File: config.mk
export PLATFORM = sky130hd
export DESIGN_NAME = spi_flash_arbiter
export DESIGN_NICKNAME = d
export VERILOG_FILES = /design/src/rtl/spi_flash_pkg.sv /design/src/rtl/spi_req_slot.sv /design/src/rtl/spi_flash_arbiter.sv
export SDC_FILE = /design/constraint.sdc
export NUM_CORES = 1
export LEC_CHECK = 0
export CAP_MARGIN = 30
export CORE_AREA = 2 2 102 104
export DETAILED_ROUTE_END_ITERATION = 10
export DIE_AREA = 0 0 104 106
export PLACE_DENSITY = 0.73
export SYNTH_ARGS = -nofsm -noshare
export SYNTH_HDL_FRONTEND = slang
export SYNTH_SLANG_ARGS = --single-unit
File: constraint.sdc
create_clock -name clk -period 3.25 [get_ports clk]
set_input_delay 0.65 -clock clk [delete_from_list [all_inputs] [get_ports clk]]
set_output_delay 0.65 -clock clk [all_outputs]
set_load 0.01 [all_outputs]
File: src/rtl/spi_flash_pkg.sv
// Shared types for the SPI flash arbiter: FSM states, owners, request bundle.
package spi_flash_pkg;
   localparam int ADDR_W = 16;
   localparam int DATA_W = 8;

   typedef enum logic [2:0] {
      ST_IDLE,
      ST_ISSUE,
      ST_WAIT_BUSY,
      ST_WAIT_READY,
      ST_DONE
   } state_t;

   typedef enum logic {
      OWN_CPU,
      OWN_DMA
   } owner_t;

   typedef struct packed {
      logic [ADDR_W-1:0] addr;
      logic [DATA_W-1:0] wdata;
      logic              rw;
   } flash_req_t;
endpackage

File: src/rtl/spi_req_slot.sv
// One-deep request holding register with pending flag, one per requester.
module spi_req_slot
   import spi_flash_pkg::*;
(
   input  logic       clk,
   input  logic       reset,
   input  logic       i_req,
   input  logic       i_busy,
   input  logic       i_clr,
   input  flash_req_t i_data,
   output logic       o_pending,
   output flash_req_t o_data
);
   logic       r_pending;
   flash_req_t r_data;

   // i_busy blocks capture while this port's access is on the wire (not in DONE)
   always_ff @(posedge clk) begin
      if (reset) begin
         r_pending <= 1'b0;
         r_data    <= '0;
      end else if (i_clr) begin
         r_pending <= 1'b0;
      end else if (i_req && !r_pending && !i_busy) begin
         r_pending <= 1'b1;
         r_data    <= i_data;
      end
   end

   assign o_pending = r_pending;
   assign o_data    = r_data;
endmodule

File: src/rtl/spi_flash_arbiter.sv
// Two-port (CPU/DMA) arbiter in front of the single SPI flash controller.
module spi_flash_arbiter
   import spi_flash_pkg::*;
#(
   parameter int               CPU_STREAK_MAX = 4,
   parameter int               TIMEOUT_CYCLES = 4096,
   parameter logic [DATA_W-1:0] ERR_DATA      = 8'hFF
) (
   input  logic              clk,
   input  logic              reset,
   input  logic              cpu_req,
   input  logic [ADDR_W-1:0] cpu_addr,
   input  logic [DATA_W-1:0] cpu_wdata,
   input  logic              cpu_rw,
   output logic [DATA_W-1:0] cpu_rdata,
   output logic              cpu_done,
   output logic              cpu_halt,
   input  logic              dma_req,
   input  logic [ADDR_W-1:0] dma_addr,
   input  logic [DATA_W-1:0] dma_wdata,
   input  logic              dma_rw,
   output logic [DATA_W-1:0] dma_rdata,
   output logic              dma_done,
   output logic              fc_ce,
   output logic [ADDR_W-1:0] fc_addr,
   output logic [DATA_W-1:0] fc_wdata,
   output logic              fc_rw,
   input  logic [DATA_W-1:0] fc_rdata,
   input  logic              fc_ready,
   output logic              timeout_err
);
   localparam int SW = $clog2(CPU_STREAK_MAX + 1);
   localparam int TW = $clog2(TIMEOUT_CYCLES);

   state_t            r_state, w_next;
   owner_t            r_owner;
   logic [SW-1:0]     r_streak;
   logic [TW-1:0]     r_tcnt;
   logic [TW-1:0]     w_tcnt_nxt;
   flash_req_t        r_fc;
   logic [DATA_W-1:0] r_cpu_rdata, r_dma_rdata;
   logic              r_cpu_done, r_dma_done, r_terr;

   flash_req_t w_cpu_in, w_dma_in, w_cpu_hold, w_dma_hold;
   logic       w_cpu_pend, w_dma_pend;
   logic       w_dma_win, w_gnt_cpu, w_gnt_dma;
   logic       w_wait, w_flight, w_tmo, w_abort, w_fin;

   assign w_cpu_in = '{addr: cpu_addr, wdata: cpu_wdata, rw: cpu_rw};
   assign w_dma_in = '{addr: dma_addr, wdata: dma_wdata, rw: dma_rw};

   spi_req_slot u_cpu_slot (
      .clk       (clk),
      .reset     (reset),
      .i_req     (cpu_req),
      .i_busy    (w_flight && r_owner == OWN_CPU),
      .i_clr     (w_gnt_cpu),
      .i_data    (w_cpu_in),
      .o_pending (w_cpu_pend),
      .o_data    (w_cpu_hold)
   );

   spi_req_slot u_dma_slot (
      .clk       (clk),
      .reset     (reset),
      .i_req     (dma_req),
      .i_busy    (w_flight && r_owner == OWN_DMA),
      .i_clr     (w_gnt_dma),
      .i_data    (w_dma_in),
      .o_pending (w_dma_pend),
      .o_data    (w_dma_hold)
   );

   // DMA is forced through once the CPU has had its streak
   assign w_dma_win  = w_dma_pend &&
                       (!w_cpu_pend || r_streak == SW'(CPU_STREAK_MAX));
   assign w_gnt_dma  = (r_state == ST_IDLE) && w_dma_win;
   assign w_gnt_cpu  = (r_state == ST_IDLE) && w_cpu_pend && !w_dma_win;
   assign w_wait     = (r_state == ST_WAIT_BUSY) ||
                       (r_state == ST_WAIT_READY);
   assign w_flight   = (r_state == ST_ISSUE) || w_wait;
   assign w_tcnt_nxt = r_tcnt + TW'(1);
   assign w_tmo      = w_wait && (w_tcnt_nxt == TW'(TIMEOUT_CYCLES - 1));
   assign w_abort    = w_tmo && !(r_state == ST_WAIT_READY && fc_ready);
   assign w_fin      = w_wait && (w_next == ST_DONE);

   always_ff @(posedge clk) begin
      if (reset) r_state <= ST_IDLE;
      else       r_state <= w_next;
   end

   always_comb begin
      w_next = r_state;
      unique case (r_state)
         ST_IDLE:       if (w_gnt_cpu || w_gnt_dma) w_next = ST_ISSUE;
         ST_ISSUE:      w_next = ST_WAIT_BUSY;
         ST_WAIT_BUSY:  if (w_tmo) w_next = ST_DONE;
                        else if (!fc_ready) w_next = ST_WAIT_READY;
         ST_WAIT_READY: if (fc_ready || w_tmo) w_next = ST_DONE;
         ST_DONE:       w_next = ST_IDLE;
         default:       w_next = ST_IDLE;
      endcase
   end

   always_comb begin
      fc_ce    = (r_state == ST_ISSUE);
      cpu_halt = w_cpu_pend ||
                 (r_owner == OWN_CPU && r_state != ST_IDLE);
   end

   // Strobes and read data are registered on entry to DONE
   always_ff @(posedge clk) begin
      if (reset) begin
         r_owner     <= OWN_CPU;
         r_streak    <= '0;
         r_tcnt      <= '0;
         r_fc        <= '{addr: '0, wdata: '0, rw: 1'b1};
         r_cpu_rdata <= '0;
         r_dma_rdata <= '0;
         r_cpu_done  <= 1'b0;
         r_dma_done  <= 1'b0;
         r_terr      <= 1'b0;
      end else begin
         r_cpu_done <= 1'b0;
         r_dma_done <= 1'b0;
         r_terr     <= 1'b0;
         if (w_gnt_cpu) begin
            r_owner <= OWN_CPU;
            r_fc    <= w_cpu_hold;
            r_tcnt  <= '0;
            if (r_streak != SW'(CPU_STREAK_MAX))
               r_streak <= r_streak + SW'(1);
         end
         if (w_gnt_dma) begin
            r_owner  <= OWN_DMA;
            r_fc     <= w_dma_hold;
            r_tcnt   <= '0;
            r_streak <= '0;
         end
         if (w_wait) r_tcnt <= w_tcnt_nxt;
         if (w_fin) begin
            r_terr <= w_abort;
            unique case (1'b1)
               (r_owner == OWN_CPU): begin
                  r_cpu_done <= 1'b1;
                  if (w_abort)      r_cpu_rdata <= ERR_DATA;
                  else if (r_fc.rw) r_cpu_rdata <= fc_rdata;
               end
               (r_owner == OWN_DMA): begin
                  r_dma_done <= 1'b1;
                  if (w_abort)      r_dma_rdata <= ERR_DATA;
                  else if (r_fc.rw) r_dma_rdata <= fc_rdata;
               end
               default: ;
            endcase
         end
      end
   end

   assign fc_addr     = r_fc.addr;
   assign fc_wdata    = r_fc.wdata;
   assign fc_rw       = r_fc.rw;
   assign cpu_rdata   = r_cpu_rdata;
   assign dma_rdata   = r_dma_rdata;
   assign cpu_done    = r_cpu_done;
   assign dma_done    = r_dma_done;
   assign timeout_err = r_terr;
endmodule

* Word level (Yosys, flattened, before mapping)
Cells that the tools add are included.
Word-level totals: flip-flop bits (word level) 115, bits of input ports 63, output and inout port bits 46, logic and storage cells 89
Operators by class: $add $sub $neg 2, eq/ne operators 7, multiplexer cells 16, bitwise operators 4, reduce and logical (&&, ||, !) cells 40
Operators by type and width (number):
- 25-bit two-way mux | 2
- 12-bit two-way mux | 3
- 8-bit two-way mux | 2
- 1-bit logical AND | 15
- 12-bit by 1-bit adder with 12-bit output (second input constant) | 1
- 12-bit equality test (second input constant) | 1
- 3-bit two-way mux | 4
- 3-bit case mux with 4 select lines | 1
- 3-bit by 2-bit equality test with 1-bit output (second input constant) | 2
- 3-bit equality test (second input constant) | 2
- 1-bit zero test | 6
- 1-bit logical OR | 6
- 2-bit AND reduction | 3
- 3-bit AND reduction | 2
- 3-bit nonzero test | 2
- 2-bit OR reduction | 3
- 1-bit two-way mux | 4
- 1-bit inverter | 4
- 2-bit nonzero test | 2
- 3-bit by 1-bit adder with 3-bit output (second input constant) | 1
- 3-bit by 1-bit equality test with 1-bit output (second input constant) | 1
- 3-bit zero test | 1
- 3-bit != test (second input constant) | 1

* Longest topological paths before layout
word-level depth 12, mapped depth 9, gate-level depth less buffers 7

* By module
From an unflattened synthesis, not the netlist that was laid out.
Unflattened totals: cells, all modules 579, area, all modules 5342.6 um2
Modules (own cells, without submodules):
- spi_flash_arbiter | times used 1, cells each 353, area each 2952.8 um2, sequential area each 1261.2 um2
- spi_req_slot | times used 2, cells each 113, area each 1194.9 um2, sequential area each 520.5 um2

* Worst setup path before layout
Ideal clock, no wire load.
kind reg2reg, start reg r_tcnt[1], end reg r_cpu_rdata[6], in the netlist cpu_rdata[6], setup time 74 ps, data arrival time 1954 ps, required time 3176 ps, slack 1222 ps, stages on the path, launching flop included 8, path buffers 1, period minus slack after synthesis 2028 ps, cells stage by stage dfxtp_1 -> ha_1 -> inv_2 -> or3_4 -> a221oi_4 -> nand4b_4 -> buf_6 -> a31oi_1
Between the ends: cells in the longest elaborated chain, start to end 9, elaborated cells on any way between the ends 13, classes of those cells add/sub: 1; eq/ne: 2; mux: 4; reduce/logical: 6
Ends and longest elaborated chain:
- start: declaration | line spi_flash_arbiter.sv:38 | logic [TW-1:0] r_tcnt;
- start signal: assignment | line spi_flash_arbiter.sv:140 | if (w_wait) r_tcnt <= w_tcnt_nxt;
- 12-bit by 1-bit adder with 12-bit output (*) | line spi_flash_arbiter.sv:82 | assign w_tcnt_nxt = r_tcnt + TW'(1);
- 12-bit equality test (*) | line spi_flash_arbiter.sv:83 | assign w_tmo = w_wait && (w_tcnt_nxt == TW'(TIMEOUT_CYCLES - 1));
- 1-bit logical AND (*) | line spi_flash_arbiter.sv:83
- 1-bit logical OR | line spi_flash_arbiter.sv:99 | ST_WAIT_READY: if (fc_ready || w_tmo) w_next = ST_DONE;
- 3-bit two-way mux | line spi_flash_arbiter.sv:99
- 3-bit case mux with 4 select lines | line spi_flash_arbiter.sv:94 | unique case (r_state)
- 3-bit equality test | line spi_flash_arbiter.sv:85 | assign w_fin = w_wait && (w_next == ST_DONE);
- 1-bit logical AND | line spi_flash_arbiter.sv:85
- 3-bit AND reduction (no source line)
- end signal: assignment | line spi_flash_arbiter.sv:147 | else if (r_fc.rw) r_cpu_rdata <= fc_rdata;
- end: declaration | line spi_flash_arbiter.sv:41 | logic [DATA_W-1:0] r_cpu_rdata, r_dma_rdata;
Mark *: on every way between the ends. The rest lies on a longest branch, timed or not. A chain may end at the register's enable or synchronous reset.

* Worst setup path in the final report
start reg r_state[2], end out cpu_halt
Between the ends: cells in the longest elaborated chain, start to end 3
Ends and longest elaborated chain:
- start: declaration | line spi_flash_arbiter.sv:35 | state_t r_state, w_next;
- start signal: assignment | line spi_flash_arbiter.sv:89 | else r_state <= w_next;
- 3-bit nonzero test | line spi_flash_arbiter.sv:108 | (r_owner == OWN_CPU && r_state != ST_IDLE);
- 1-bit logical AND | line spi_flash_arbiter.sv:108
- 1-bit logical OR | line spi_flash_arbiter.sv:107 | cpu_halt = w_cpu_pend ||
- end: declaration | line spi_flash_arbiter.sv:17 | output logic cpu_halt,
Every way passes these cells.

==> impl_metrics.toml <==
[placed_design]
place_area_sq_um = 5948
place_congestion = 0.8155
dpl.hpwl_um = 7830
portBuffers = 108
placedCellCount = 781

[timing]
rsz0062_at_grt = "false"
fin_crit_sh = 0.7975
maxSlewViolCount = 0
fmax_mhz = 385.8
max_slew.worst_pin.slew_ns = 0.7809
tns_ns = 0
slew_headroom = 0.4783
period_needed_ns = 2.592
fin_worst_skew_ns = 0.01097
setup_violations = 0
finalHoldViolCount = 0

[clocking]
cts_sinks = 115
cts_tree = "built"
post_cts_buffers = 0
cts_root_buf = "clkbuf_8"
ctsLongestPathBuffers = 2
path_clk_slew_ns = 0.06
cts_hold_buf = 0
cts_made_buffers = 17
h-tree-depth = 4
post_cts_resized = 0
clock_latency_ns = 0.51

[global_route]
grt_pass1_wl_um = 19610
grt_pass1_vias = 4070
antenna_found_initial = 0
overflow = 0
grt_start_max_net_pins = 68
grt.total_usage = 0.2166

[run_status]
run_status = "complete, no violations"

[power]
pwr-share-comb = 0.290
p_switching_w = 0.001684
clkPwrFrac = 0.365
p_int_w = 0.003662
irDropWorstVdd_mv = 0.4586
seq_power_share = 0.345
p_leak_nw = 2.496
switching_share = 0.3150
powerDensity_nw_per_um2 = 813.3

[floorplanning]
ios = 109
die_h_um = 106
initial_core_util = 0.4781
design.die.area_sq_um = 11020
fp-row-count = 37
core_area_sq_um = 10000
die_x_um = 104

[setup_path]
r2r_cells = 5
r2r-start = "r_tcnt[6]"
cp.required_ns = 2.60
cp-end-kind = "output port"
max_stage_delay_ns = 0.51
cp_max_fo = 7
slowest_stage = "clkdlybuf4s50_1"
worstSetupPathType = "reg2out"
r2r_setup_slack_ns = 0.92
crit_path_start_kind = "flip-flop"
crit_chain = "nor3_2 -> o21ai_0 -> clkdlybuf4s50_1"
r2r-end = "dma_rdata[1]"
crit_arrival_ns = 1.94

[yosys]
yosysUniqueCellTypes = 52
ys.warnings.count = 0
synthFlopType = "dfxtp_1"
yosys_register_bits = 115
synth_cells = 568
synth-edff-count = 0
synth_fp_nets = 635
ys_seq_area_frac = 0.4815
synthArstFlopShare = 0
synth_area_sq_um = 4781
syn_area_per_cell_sq_um = 8.417

[route]
dr.pass1.iters = 5
num_vias = 4383
wirelength_um = 11930
drc = 0
final_antenna_net_count = 0
drt_iter0_markers = 160
wl_per_cell_um = 14.68
viasPerCell = 5.391

[run]
max_cap_violations = 0

[hold_path]
min_to = "u_cpu_slot.o_data[16]"
hold_path.class = "reg2reg"
hold_depth = 2
hp-start = "u_cpu_slot.o_data[16]"

[cells_and_area]
fin_nets = 731
area_growth_pct = 37.50
stdcell_count = 813
design_area_sq_um = 6574
n_antenna_cell = 0
drive_above_1_share = 0.08124
-- flip-flops by register name, indices dropped and copies added, names as in the netlist, 3 cells and up --
register,flops
u_cpu_slot.o_data,25
fc_addr,16
r_tcnt,12
u_dma_slot.o_data,25
r_state,3
dma_rdata,8
fc_wdata,8
cpu_rdata,8
r_streak,3
-- layout by cell type, fill, tap and decap left out, types with 4 or more instances in the layout --
cell             Yosys  final
a211oi_1             4      4
a21oi_1             53     53
a311oi_1             4      4
a31oi_1             12     12
and3_1               4      4
buf_4                2     10
bufinv_16            0      4
clkbuf_16            0     16
clkdlybuf4s50_1      0    107
clkinv_4             0      4
dfxtp_1            115    115
ha_1                 4      4
inv_1               15     15
mux2i_1             28     28
nand2_1             64     64
nand2b_1             5      5
nand3_1              6      6
nand4_1              5      5
nor2_1              89     88
nor3_1              30     30
o21ai_0             14     14
o22ai_1             24     24
o31ai_1             16     16
-- worst max path at each step --
stage	depth (start not counted)	start	to	slack [ns]
final	3	r_state[2]	cpu_halt	0.66
after global routing	3	r_state[2]	cpu_halt	0.53
after CTS	3	r_state[2]	cpu_halt	0.66
after detailed placement	5	r_tcnt[6]	cpu_rdata[3]	0.96
after global placement	5	r_tcnt[6]	cpu_rdata[7]	0.99
after floorplan	7	r_tcnt[1]	cpu_rdata[6]	1.22
-- power by group through the flow --
stage / Sequential (W) / Combinational, W / Clock (W)
2_1_floorplan: 0.00189 / 0.000883 / 0
3_3_place_gp: 0.00186 / 0.00152 / 0
3_5_place_dp: 0.00187 / 0.00155 / 0
4_1_cts: 0.00185 / 0.00156 / 0.00197
5_1_grt: 0.00188 / 0.00171 / 0.00203
6_report: 0.00185 / 0.00155 / 0.00195
-- Yosys cell counts, drive strengths merged, types with 5 or more instances --
| cell | instances | share of area |
|---|---|---|
| nor3 | 31 | 0.033 |
| o21ai | 15 | 0.016 |
| a31oi | 12 | 0.016 |
| mux2i | 28 | 0.059 |
| nand4 | 6 | 0.0092 |
| o22ai | 24 | 0.031 |
| inv | 16 | 0.013 |
| nand2b | 5 | 0.0065 |
| nor2 | 90 | 0.071 |
| clkbuf | 31 | 0.024 |
| nand3 | 6 | 0.0063 |
| o31ai | 16 | 0.025 |
| nand2 | 64 | 0.050 |
| dfxtp | 115 | 0.48 |
| a21oi | 54 | 0.057 |
| buf | 10 | 0.013 |
-- metal layers --
metal	track usage	up-vias	routed length, um
met4	0.06371	0	155
met2	0.3501	135	5622
met3	0.06376	13	680
li1	-	2183	-
met5	0	-	0
met1	0.2821	2052	5474
-- worst max-delay path, delay by kind of cell (launching register included) --
family	cells	cell delay [ns]
DFF	1	0.36
and+or+nand+nor	1	0.38
buffers and inverters	1	0.51
AOI/OAI and AO/OA	1	0.19
-- per-stage QoR --
stage / setup WS [ns] / utilization / hold WS, ns / total power [W]
after floorplan: 1.222 / - / 0.4338 / 0.002771
after global placement: 0.9869 / 0.5948 / 0.4431 / 0.003383
after detailed placement: 0.9619 / 0.5948 / 0.4464 / 0.003413
after CTS: 0.6645 / 0.6574 / 0.4541 / 0.005374
after global routing: 0.5309 / 0.6574 / 0.4810 / 0.005621
final: 0.6581 / 0.6574 / 0.4542 / 0.005346
-- kinds of logic (layout without fill, tap and decap cells) --
logic type	after synthesis	in the layout	synth area share
muxes	29	29	0.06098
adders and majority gates	4	4	0.01047
and+or+nand+nor	221	221	0.2096
AOI/OAI and AO/OA	139	139	0.1835
DFF	115	115	0.4815
buffers and inverters	58	167	0.05024
xor gates and xnor gates	2	2	0.003665
-- area by class of cell --
type / instances / area (sq um)
clock buffer: 20 / 445.4
clock inverter: 12 / 180.2
fill: 844 / 3426
inverter: 17 / 63.81
multi-input combinational: 395 / 2246
sequential: 115 / 2302
tap: 136 / 170.2
timing repair buffer: 118 / 1166
(Power assumes the default switching activity.)
